<file path="src/rtl/hyperbus_ctrl.sv">
// HyperBus transaction controller.
// Takes single-word read/write requests from the bridge FIFO and sequences
// the command/address, latency, data and read-write-recovery phases on a
// word-wide pre-DDR PHY interface. Every output is driven from a register
// loaded with the value that belongs to the next state.
module hyperbus_ctrl #(
   parameter int LATENCY    = 6,   // LAT clocks for single latency
   parameter int RD_TIMEOUT = 32,  // max RD clocks before abort
   parameter int T_RWR      = 4    // CS# high clocks after each transaction
) (
   input  logic        hbus_clk,
   input  logic        hbus_rst_n,
   // request side
   input  logic [31:0] adr_i,
   input  logic [15:0] dat_i,
   input  logic [1:0]  mask_i,
   input  logic        rrq,
   input  logic        wrq,
   output logic [15:0] dat_o,
   output logic        ready,
   output logic        valid,
   output logic        err,
   output logic        busy,
   // PHY side
   output logic        phy_cs_n,
   output logic        phy_ck_en,
   output logic [15:0] phy_dq_o,
   output logic        phy_dq_oe,
   output logic [1:0]  phy_rwds_o,
   output logic        phy_rwds_oe,
   input  logic [1:0]  phy_rwds_i,
   input  logic [15:0] phy_dq_i,
   input  logic        phy_rd_valid
);

   typedef enum logic [2:0] {
      S_IDLE, S_CA0, S_CA1, S_CA2, S_LAT, S_WR, S_RD, S_RWR
   } state_t;

   // One shared down-counter serves LAT, RD timeout and RWR; size it for the
   // longest of the three.
   localparam int LAT_MAX   = 2 * LATENCY - 1;
   localparam int CNT_MAX_A = (LAT_MAX > RD_TIMEOUT - 1) ? LAT_MAX : RD_TIMEOUT - 1;
   localparam int CNT_MAX   = (CNT_MAX_A > T_RWR - 1) ? CNT_MAX_A : T_RWR - 1;
   localparam int CNT_W     = (CNT_MAX < 1) ? 1 : $clog2(CNT_MAX + 1);

   typedef logic [CNT_W-1:0] cnt_t;

   localparam cnt_t LAT_SINGLE = cnt_t'(LATENCY - 1);
   localparam cnt_t LAT_DOUBLE = cnt_t'(2 * LATENCY - 1);
   localparam cnt_t RD_LOAD    = cnt_t'(RD_TIMEOUT - 1);
   localparam cnt_t RWR_LOAD   = cnt_t'(T_RWR - 1);
   localparam cnt_t CNT_ONE    = cnt_t'(1);

   // control state
   state_t      state_q, state_d;
   cnt_t        cnt_q, cnt_d;

   // latched transaction payload
   logic [31:0] adr_q;
   logic [15:0] dat_q;
   logic [1:0]  mask_q;
   logic        rd_q;
   logic        dbl_q;

   // registered outputs
   logic [15:0] dat_o_q, dat_o_d;
   logic        ready_q, ready_d;
   logic        valid_q, valid_d;
   logic        err_q, err_d;
   logic        busy_q, busy_d;
   logic        cs_n_q, cs_n_d;
   logic        ck_en_q, ck_en_d;
   logic [15:0] dq_o_q, dq_o_d;
   logic        dq_oe_q, dq_oe_d;
   logic [1:0]  rwds_o_q, rwds_o_d;
   logic        rwds_oe_q, rwds_oe_d;

   // CA word source: while IDLE the request is still on the inputs, so CA0
   // must be built from them to appear one clock after the request.
   logic [31:0] ca_adr;
   logic        ca_rd;
   logic [47:0] ca;

   // Next-state, counter and pulse-output logic.
   always_comb begin
      // NOTE: every signal gets a default before the case so no path can
      // leave one unassigned and infer a latch.
      state_d = state_q;
      cnt_d   = cnt_q;
      ready_d = 1'b0;
      valid_d = 1'b0;
      err_d   = 1'b0;
      dat_o_d = dat_o_q;

      case (state_q)
         S_IDLE: begin
            if (wrq || rrq) state_d = S_CA0;
         end
         S_CA0: state_d = S_CA1;
         S_CA1: state_d = S_CA2;
         S_CA2: begin
            state_d = S_LAT;
            cnt_d   = dbl_q ? LAT_DOUBLE : LAT_SINGLE;
         end
         S_LAT: begin
            if (cnt_q == '0) begin
               if (rd_q) begin
                  state_d = S_RD;
                  cnt_d   = RD_LOAD;
               end else begin
                  state_d = S_WR;
               end
            end else begin
               cnt_d = cnt_q - CNT_ONE;
            end
         end
         S_WR: begin
            state_d = S_RWR;
            cnt_d   = RWR_LOAD;
            ready_d = 1'b1;
         end
         S_RD: begin
            // Data arriving on the last timeout clock still counts as valid.
            if (phy_rd_valid) begin
               state_d = S_RWR;
               cnt_d   = RWR_LOAD;
               valid_d = 1'b1;
               dat_o_d = phy_dq_i;
            end else if (cnt_q == '0) begin
               state_d = S_RWR;
               cnt_d   = RWR_LOAD;
               err_d   = 1'b1;
            end else begin
               cnt_d = cnt_q - CNT_ONE;
            end
         end
         S_RWR: begin
            if (cnt_q == '0) state_d = S_IDLE;
            else             cnt_d   = cnt_q - CNT_ONE;
         end
         default: state_d = S_IDLE;
      endcase
   end

   // PHY and status outputs decoded from the state about to be entered.
   always_comb begin
      ca_adr = (state_q == S_IDLE) ? adr_i : adr_q;
      ca_rd  = (state_q == S_IDLE) ? ~wrq  : rd_q;
      ca     = {ca_rd, 1'b0, 1'b1, ca_adr[31:3], 13'd0, ca_adr[2:0]};

      busy_d    = (state_d != S_IDLE);
      cs_n_d    = (state_d == S_IDLE) || (state_d == S_RWR);
      ck_en_d   = ~cs_n_d;
      dq_o_d    = 16'h0000;
      dq_oe_d   = 1'b0;
      rwds_o_d  = 2'b00;
      rwds_oe_d = 1'b0;

      case (state_d)
         S_CA0: begin
            dq_o_d  = ca[47:32];
            dq_oe_d = 1'b1;
         end
         S_CA1: begin
            dq_o_d  = ca[31:16];
            dq_oe_d = 1'b1;
         end
         S_CA2: begin
            dq_o_d  = ca[15:0];
            dq_oe_d = 1'b1;
         end
         S_WR: begin
            dq_o_d    = dat_q;
            dq_oe_d   = 1'b1;
            rwds_o_d  = mask_q;
            rwds_oe_d = 1'b1;
         end
         default: ;
      endcase
   end

   // State, counter and output registers with synchronous reset.
   always_ff @(posedge hbus_clk) begin
      // NOTE: sequential state uses non-blocking assignments so every
      // register samples pre-edge values regardless of statement order.
      if (!hbus_rst_n) begin
         state_q   <= S_IDLE;
         cnt_q     <= '0;
         dat_o_q   <= 16'h0000;
         ready_q   <= 1'b0;
         valid_q   <= 1'b0;
         err_q     <= 1'b0;
         busy_q    <= 1'b0;
         cs_n_q    <= 1'b1;
         ck_en_q   <= 1'b0;
         dq_o_q    <= 16'h0000;
         dq_oe_q   <= 1'b0;
         rwds_o_q  <= 2'b00;
         rwds_oe_q <= 1'b0;
      end else begin
         state_q   <= state_d;
         cnt_q     <= cnt_d;
         dat_o_q   <= dat_o_d;
         ready_q   <= ready_d;
         valid_q   <= valid_d;
         err_q     <= err_d;
         busy_q    <= busy_d;
         cs_n_q    <= cs_n_d;
         ck_en_q   <= ck_en_d;
         dq_o_q    <= dq_o_d;
         dq_oe_q   <= dq_oe_d;
         rwds_o_q  <= rwds_o_d;
         rwds_oe_q <= rwds_oe_d;
      end
   end

   // Capture the request payload and sample the latency request in CA0.
   always_ff @(posedge hbus_clk) begin
      // NOTE: payload registers carry no reset; each is written before the
      // control path ever reads it, so a reset would only cost routing.
      if (state_q == S_IDLE && (wrq || rrq)) begin
         adr_q  <= adr_i;
         dat_q  <= dat_i;
         mask_q <= mask_i;
         rd_q   <= ~wrq;
      end
      if (state_q == S_CA0) begin
         dbl_q <= |phy_rwds_i;
      end
   end

   assign dat_o       = dat_o_q;
   assign ready       = ready_q;
   assign valid       = valid_q;
   assign err         = err_q;
   assign busy        = busy_q;
   assign phy_cs_n    = cs_n_q;
   assign phy_ck_en   = ck_en_q;
   assign phy_dq_o    = dq_o_q;
   assign phy_dq_oe   = dq_oe_q;
   assign phy_rwds_o  = rwds_o_q;
   assign phy_rwds_oe = rwds_oe_q;

endmodule

</file>
<file path="config.mk">
export PLATFORM = sky130hd
export DESIGN_NAME = hyperbus_ctrl
export DESIGN_NICKNAME = d
export VERILOG_FILES = /design/src/rtl/hyperbus_ctrl.sv
export SDC_FILE = /design/constraint.sdc
export NUM_CORES = 1
export LEC_CHECK = 0
export CORE_MARGIN = 1
export CORE_UTILIZATION = 48
export DETAILED_ROUTE_END_ITERATION = 16
export PLACE_DENSITY = 0.84
export RECOVER_POWER = 50
export SYNTH_ARGS = -nofsm -noshare
export SYNTH_HDL_FRONTEND = slang
export SYNTH_SLANG_ARGS = --single-unit
</file>
<file path="constraint.sdc">
create_clock -name hbus_clk -period 8.91 [get_ports hbus_clk]
set_input_delay 1.782 -clock hbus_clk [delete_from_list [all_inputs] [get_ports hbus_clk]]
set_output_delay 1.782 -clock hbus_clk [all_outputs]
set_load 0.005 [all_outputs]
</file>
* Yosys cells after proc, flatten, opt, wreduce, memory -nomap -nowiden
Index checks and enable logic that the tools add are counted.
** Word-level totals
- Register bits :: 102
- Latch bits :: 0
- RAM bits :: 0
- Memory bits (read-only) :: 0
- Input bits :: 73
- Output and inout bits :: 42
- Memories kept :: 0
** Operators by class
- $add $sub $neg :: 1
- $mul :: 0
- Divide/modulo/power cells :: 0
- Order comparisons :: 0
- Eq/ne operators :: 14
- Shift operators :: 0
- Multiplexer cells :: 22
- Bitwise logic cells :: 4
- Reductions and logical operators :: 15
** Operators with widths (number)
- $pmux W16 S4 :: 1
- $mux W32 :: 1
- $mux W5 :: 5
- $pmux W5 S5 :: 1
- $pmux W3 S8 :: 1
- $eq A3 B3 Y1 const B :: 6
- $mux W3 :: 5
- $eq A3 B2 Y1 const B :: 4
- $eq A3 B1 Y1 const B :: 2
- $logic_not A3 Y1 :: 2
- $mux W1 :: 6
- $reduce_and A2 Y1 :: 3
- $logic_not A5 Y1 :: 1
- $reduce_bool A5 Y1 :: 1
- $sub A5 B1 Y5 const B :: 1
- $mux W4 :: 1
- $not A1 Y1 :: 4
- $reduce_or A4 Y1 :: 1
- $ne A3 B3 Y1 const B :: 1
- $reduce_and A3 Y1 :: 1
- $reduce_bool A3 Y1 :: 1
- $reduce_or A3 Y1 :: 1
- $logic_or A1 B1 Y1 :: 2
- $mux W2 :: 1
- 3 further kinds :: 3

* Depth between registers and ports, before layout
- Depth after elaboration :: 7
- Mapped depth :: 8

* Worst setup path before layout
OpenSTA, ideal clock, no wires.
- Path type :: input to register
- Start :: input port rrq
- End :: register adr_q[0], enable pin
- Library setup time :: 0.417 ns
- Data arrival time :: 3.669 ns
- Required time :: 8.493 ns
- Slack :: 4.824 ns
- Cell stages on the path :: 3
- Cell sequence :: or2_2 nor4b_1 clkbuf_1
** On the way
- Longest elaborated chain between the ends :: 2
** Ends and longest elaborated chain
- start, declared :: RTL line 17 : input logic rrq,
- $logic_or A1 B1 Y1 :: RTL line 222 : if (state_q == S_IDLE && (wrq || rrq)) begin
- $logic_and A1 B1 Y1 :: RTL line 222
- end signal, assigned :: RTL line 223 : adr_q <= adr_i;
- end, declared :: RTL line 60 : logic [31:0] adr_q;
No other way between the ends.
A chain may end at the register's enable or synchronous reset.

==> flow_summary.yaml <==
place:
  dp_hpwl_mm: 5.10
  io_buffers: 114
  place_area_sq_um: 4590
  gp_congestion: 0.897
logic_synthesis:
  synth_warnings: 0
  synthDistinctLibCells: 45
  ys_seq_area_frac: 0.637
  synth_edf_count: 39
  yosys_register_bits: 89
  avgSynthCellArea_sq_um: 11.0
  ys.flop_type: "dfxtp_1"
  syn_area_sq_um: 3410
  synth_cells: 309
  synth_fp_nets: 384
  async_reset_ff_frac: 0
clocking:
  post_cts_buffers: 0
  cts_resized: 0
  clock_latency_ps: 360
  clockRootBuffer: "clkbuf_8"
  cts.sinks: 89
  holdBufCountCts: 0
  max-clock-path-buffers: 2
  numCtsBuffers: 9
  clkTransAtPathRegs_ps: 90
  cts.htree.levels: 3
  cts_tree: "done"
job:
  maxCapViolCount: 0
worst_setup_path:
  worst_path_largest_cell_delay_ps: 710
  r2r_slack_ps: 6470
  worst_setup_path_start_kind: "primary input"
  cp.arrival_ps: 3820
  crit_chain: "dlygate4sd3_1 -> inv_1 -> nor4b_1 -> o211ai_1 -> mux2i_1"
  end_kind: "flop"
  path_class: "in -> reg"
  critPathMaxFanout: 40
  cpMaxStageDelayCell: "dlygate4sd3_1"
  cp_data_required_time_ps: 9200
floorplanning:
  start_util: 0.499
  die_height_um: 86.3
  core-area_sq_um: 6830
  placementRows: 30
  ios: 115
  dieArea_sq_um: 7440
  chipWidth_um: 86.3
drt:
  ant_nets: 0
  wirelength_mm: 7.49
  drt-pass1-iter-count: 7
  vias: 2743
  drcViolationCount: 0
  viasPerCell: 5.32
  drt_iter0_drc: 214
  wl_per_cell_um: 14.5
power_and_ir_drop:
  p_sw_mw: 0.250
  power_density_nw_per_um2: 201
  ir_worst_vdd_v: 0.000125
  combPwrFrac: 0.165
  clockPowerShare: 0.322
  pwr-share-seq: 0.513
  p_int_mw: 0.716
  netSwitchingFraction: 0.259
  total_leakage_power_nw: 1.77
layout:
  mostFrequentLayoutCells: "dlygate4sd3_1 (81), nand2_1 (51), dfxtp_1 (50)"
  drive_gt1_frac: 0.0573
  layout_commonest_cell: "dlygate4sd3_1"
  stdcell_area_sq_um: 4810
  area_delta_synth_final_pct: 41.0
  layout.nets: 489
outcome:
  status: "finished, final reports clean"
timing:
  fin_crit_ps: 3530
  hold_viol: 0
  maxSlewViolCount: 0
  skew_ps: 13.2
  max_slew_margin: 0.184
  timing.hold.ws_ps: 456
  tns_ps: 0
  report.final.setup_viol: 0
  rsz0062_at_grt: "no"
  period_share: 0.396
  worst_slew_pin_slew_ps: 1220
  clock.fmax_mhz: 283
global_route:
  grt_pass1_wl_mm: 12.0
  grt_overflow: 0
  antenna_found_initial: 1
  grt_max_degree: 51
  grt_usage: 0.212
  grt_pass1_vias: 2546
worst_hold_path:
  hold_path.class: "reg -> reg"
[metrics by stage]
stage	total power, mW	worst slack, ps	instances	utilization
detailed placement	0.672	5090	499	0.672
floorplan	0.594	4820	309	-
CTS	0.981	5460	515	0.705
finish	0.965	5380	516	0.703
global route	1.01	5170	516	0.703
global placement	0.668	5150	499	0.672
[logic make-up after synthesis]
kind of cell    Yosys count  synth area share
mux                       2           0.00587
simple gates            101             0.146
xor+xnor                  1           0.00257
flops                    89             0.637
fa+ha+maj                 2           0.00734
compound gates           83             0.161
buf+inv                  31            0.0400
[registers in the layout (all words and copies together), names as in the netlist]
| register | cells |
|---|---|
| adr_q | 19 |
| dat_o | 16 |
| dat_q | 16 |
| phy_dq_o | 16 |
| cnt_q | 5 |
| state_q | 3 |
| mask_q | 2 |
| phy_rwds_o | 2 |
| busy | 1 |
| dbl_q | 1 |
| err | 1 |
| phy_ck_en | 1 |
| phy_cs_n | 1 |
| phy_dq_oe | 1 |
| phy_rwds_oe | 1 |
| rd_q | 1 |
| ready | 1 |
| valid | 1 |
[metal layers]
layer  global-route usage  vias to the layer above  share of wire
li1                     -                     1336              -
met3               0.0533                       15          0.071
met4                0.103                        0          0.027
met1                0.251                     1261           0.39
met2                0.359                      131           0.51
met5                    0                        -              0
[critical path: cells and delay by family]
| family | cells | cell delay (ps) |
|---|---|---|
| buffers and inverters | 2 | 1290 |
| AND/OR/NAND/NOR | 1 | 440 |
| AO/OA/AOI/OAI | 1 | 140 |
| multiplexers | 1 | 140 |
[area by class of cell]
cell class | instances | area [sq um]
sequential | 89 | 2170
tap | 96 | 120
inverter | 9 | 33.8
timing repair buffer | 116 | 1150
clock buffer | 10 | 128
clock inverter | 6 | 97.6
antenna | 1 | 2.50
fill | 512 | 2030
multi-input combinational | 189 | 1100
[worst paths after layout]
check                           startpoint          end  cells after the start
worst min-delay path             dat_o[12]    dat_o[12]                      2
worst min register to register   dat_o[12]    dat_o[12]                      2
worst max-delay path            hbus_rst_n     cnt_q[4]                      5
worst max register to register    cnt_q[0]  phy_dq_o[5]                      6
[power groups by stage]
stage | Combinational, mW | Sequential [mW] | Clock (mW)
after floorplan | 0.0982 | 0.496 | 0
after global placement | 0.164 | 0.504 | 0
after detailed placement | 0.167 | 0.505 | 0
after CTS | 0.169 | 0.496 | 0.316
after global routing | 0.174 | 0.500 | 0.336
final | 0.159 | 0.495 | 0.311
[cells in the mapped netlist (2+ instances only)]
master     count  area share
nand2_1       51       0.056
dfxtp_1       50        0.29
edfxtp_1      39        0.34
a21oi_1       34       0.050
clkbuf_1      16       0.018
nor2_1        13       0.014
a22oi_1       11       0.024
inv_1          9      0.0099
nor2b_1        6       0.011
nor3_1         6      0.0088
o21ai_0        6      0.0088
nor4b_1        5       0.013
a31oi_1        4      0.0073
a32o_1         4       0.012
buf_2          4      0.0059
o211ai_1       4      0.0088
a211oi_1       3      0.0066
a221oi_1       3      0.0077
a311oi_1       3      0.0077
nand3_1        3      0.0044
or2_2          3      0.0055
a2111oi_0      2      0.0051
and3_1         2      0.0037
buf_6          2      0.0066
ha_1           2      0.0073
mux2i_1        2      0.0059
nand2b_1       2      0.0037
o21a_1         2      0.0044
o221a_2        2      0.0066
(Power assumes the default switching activity.)
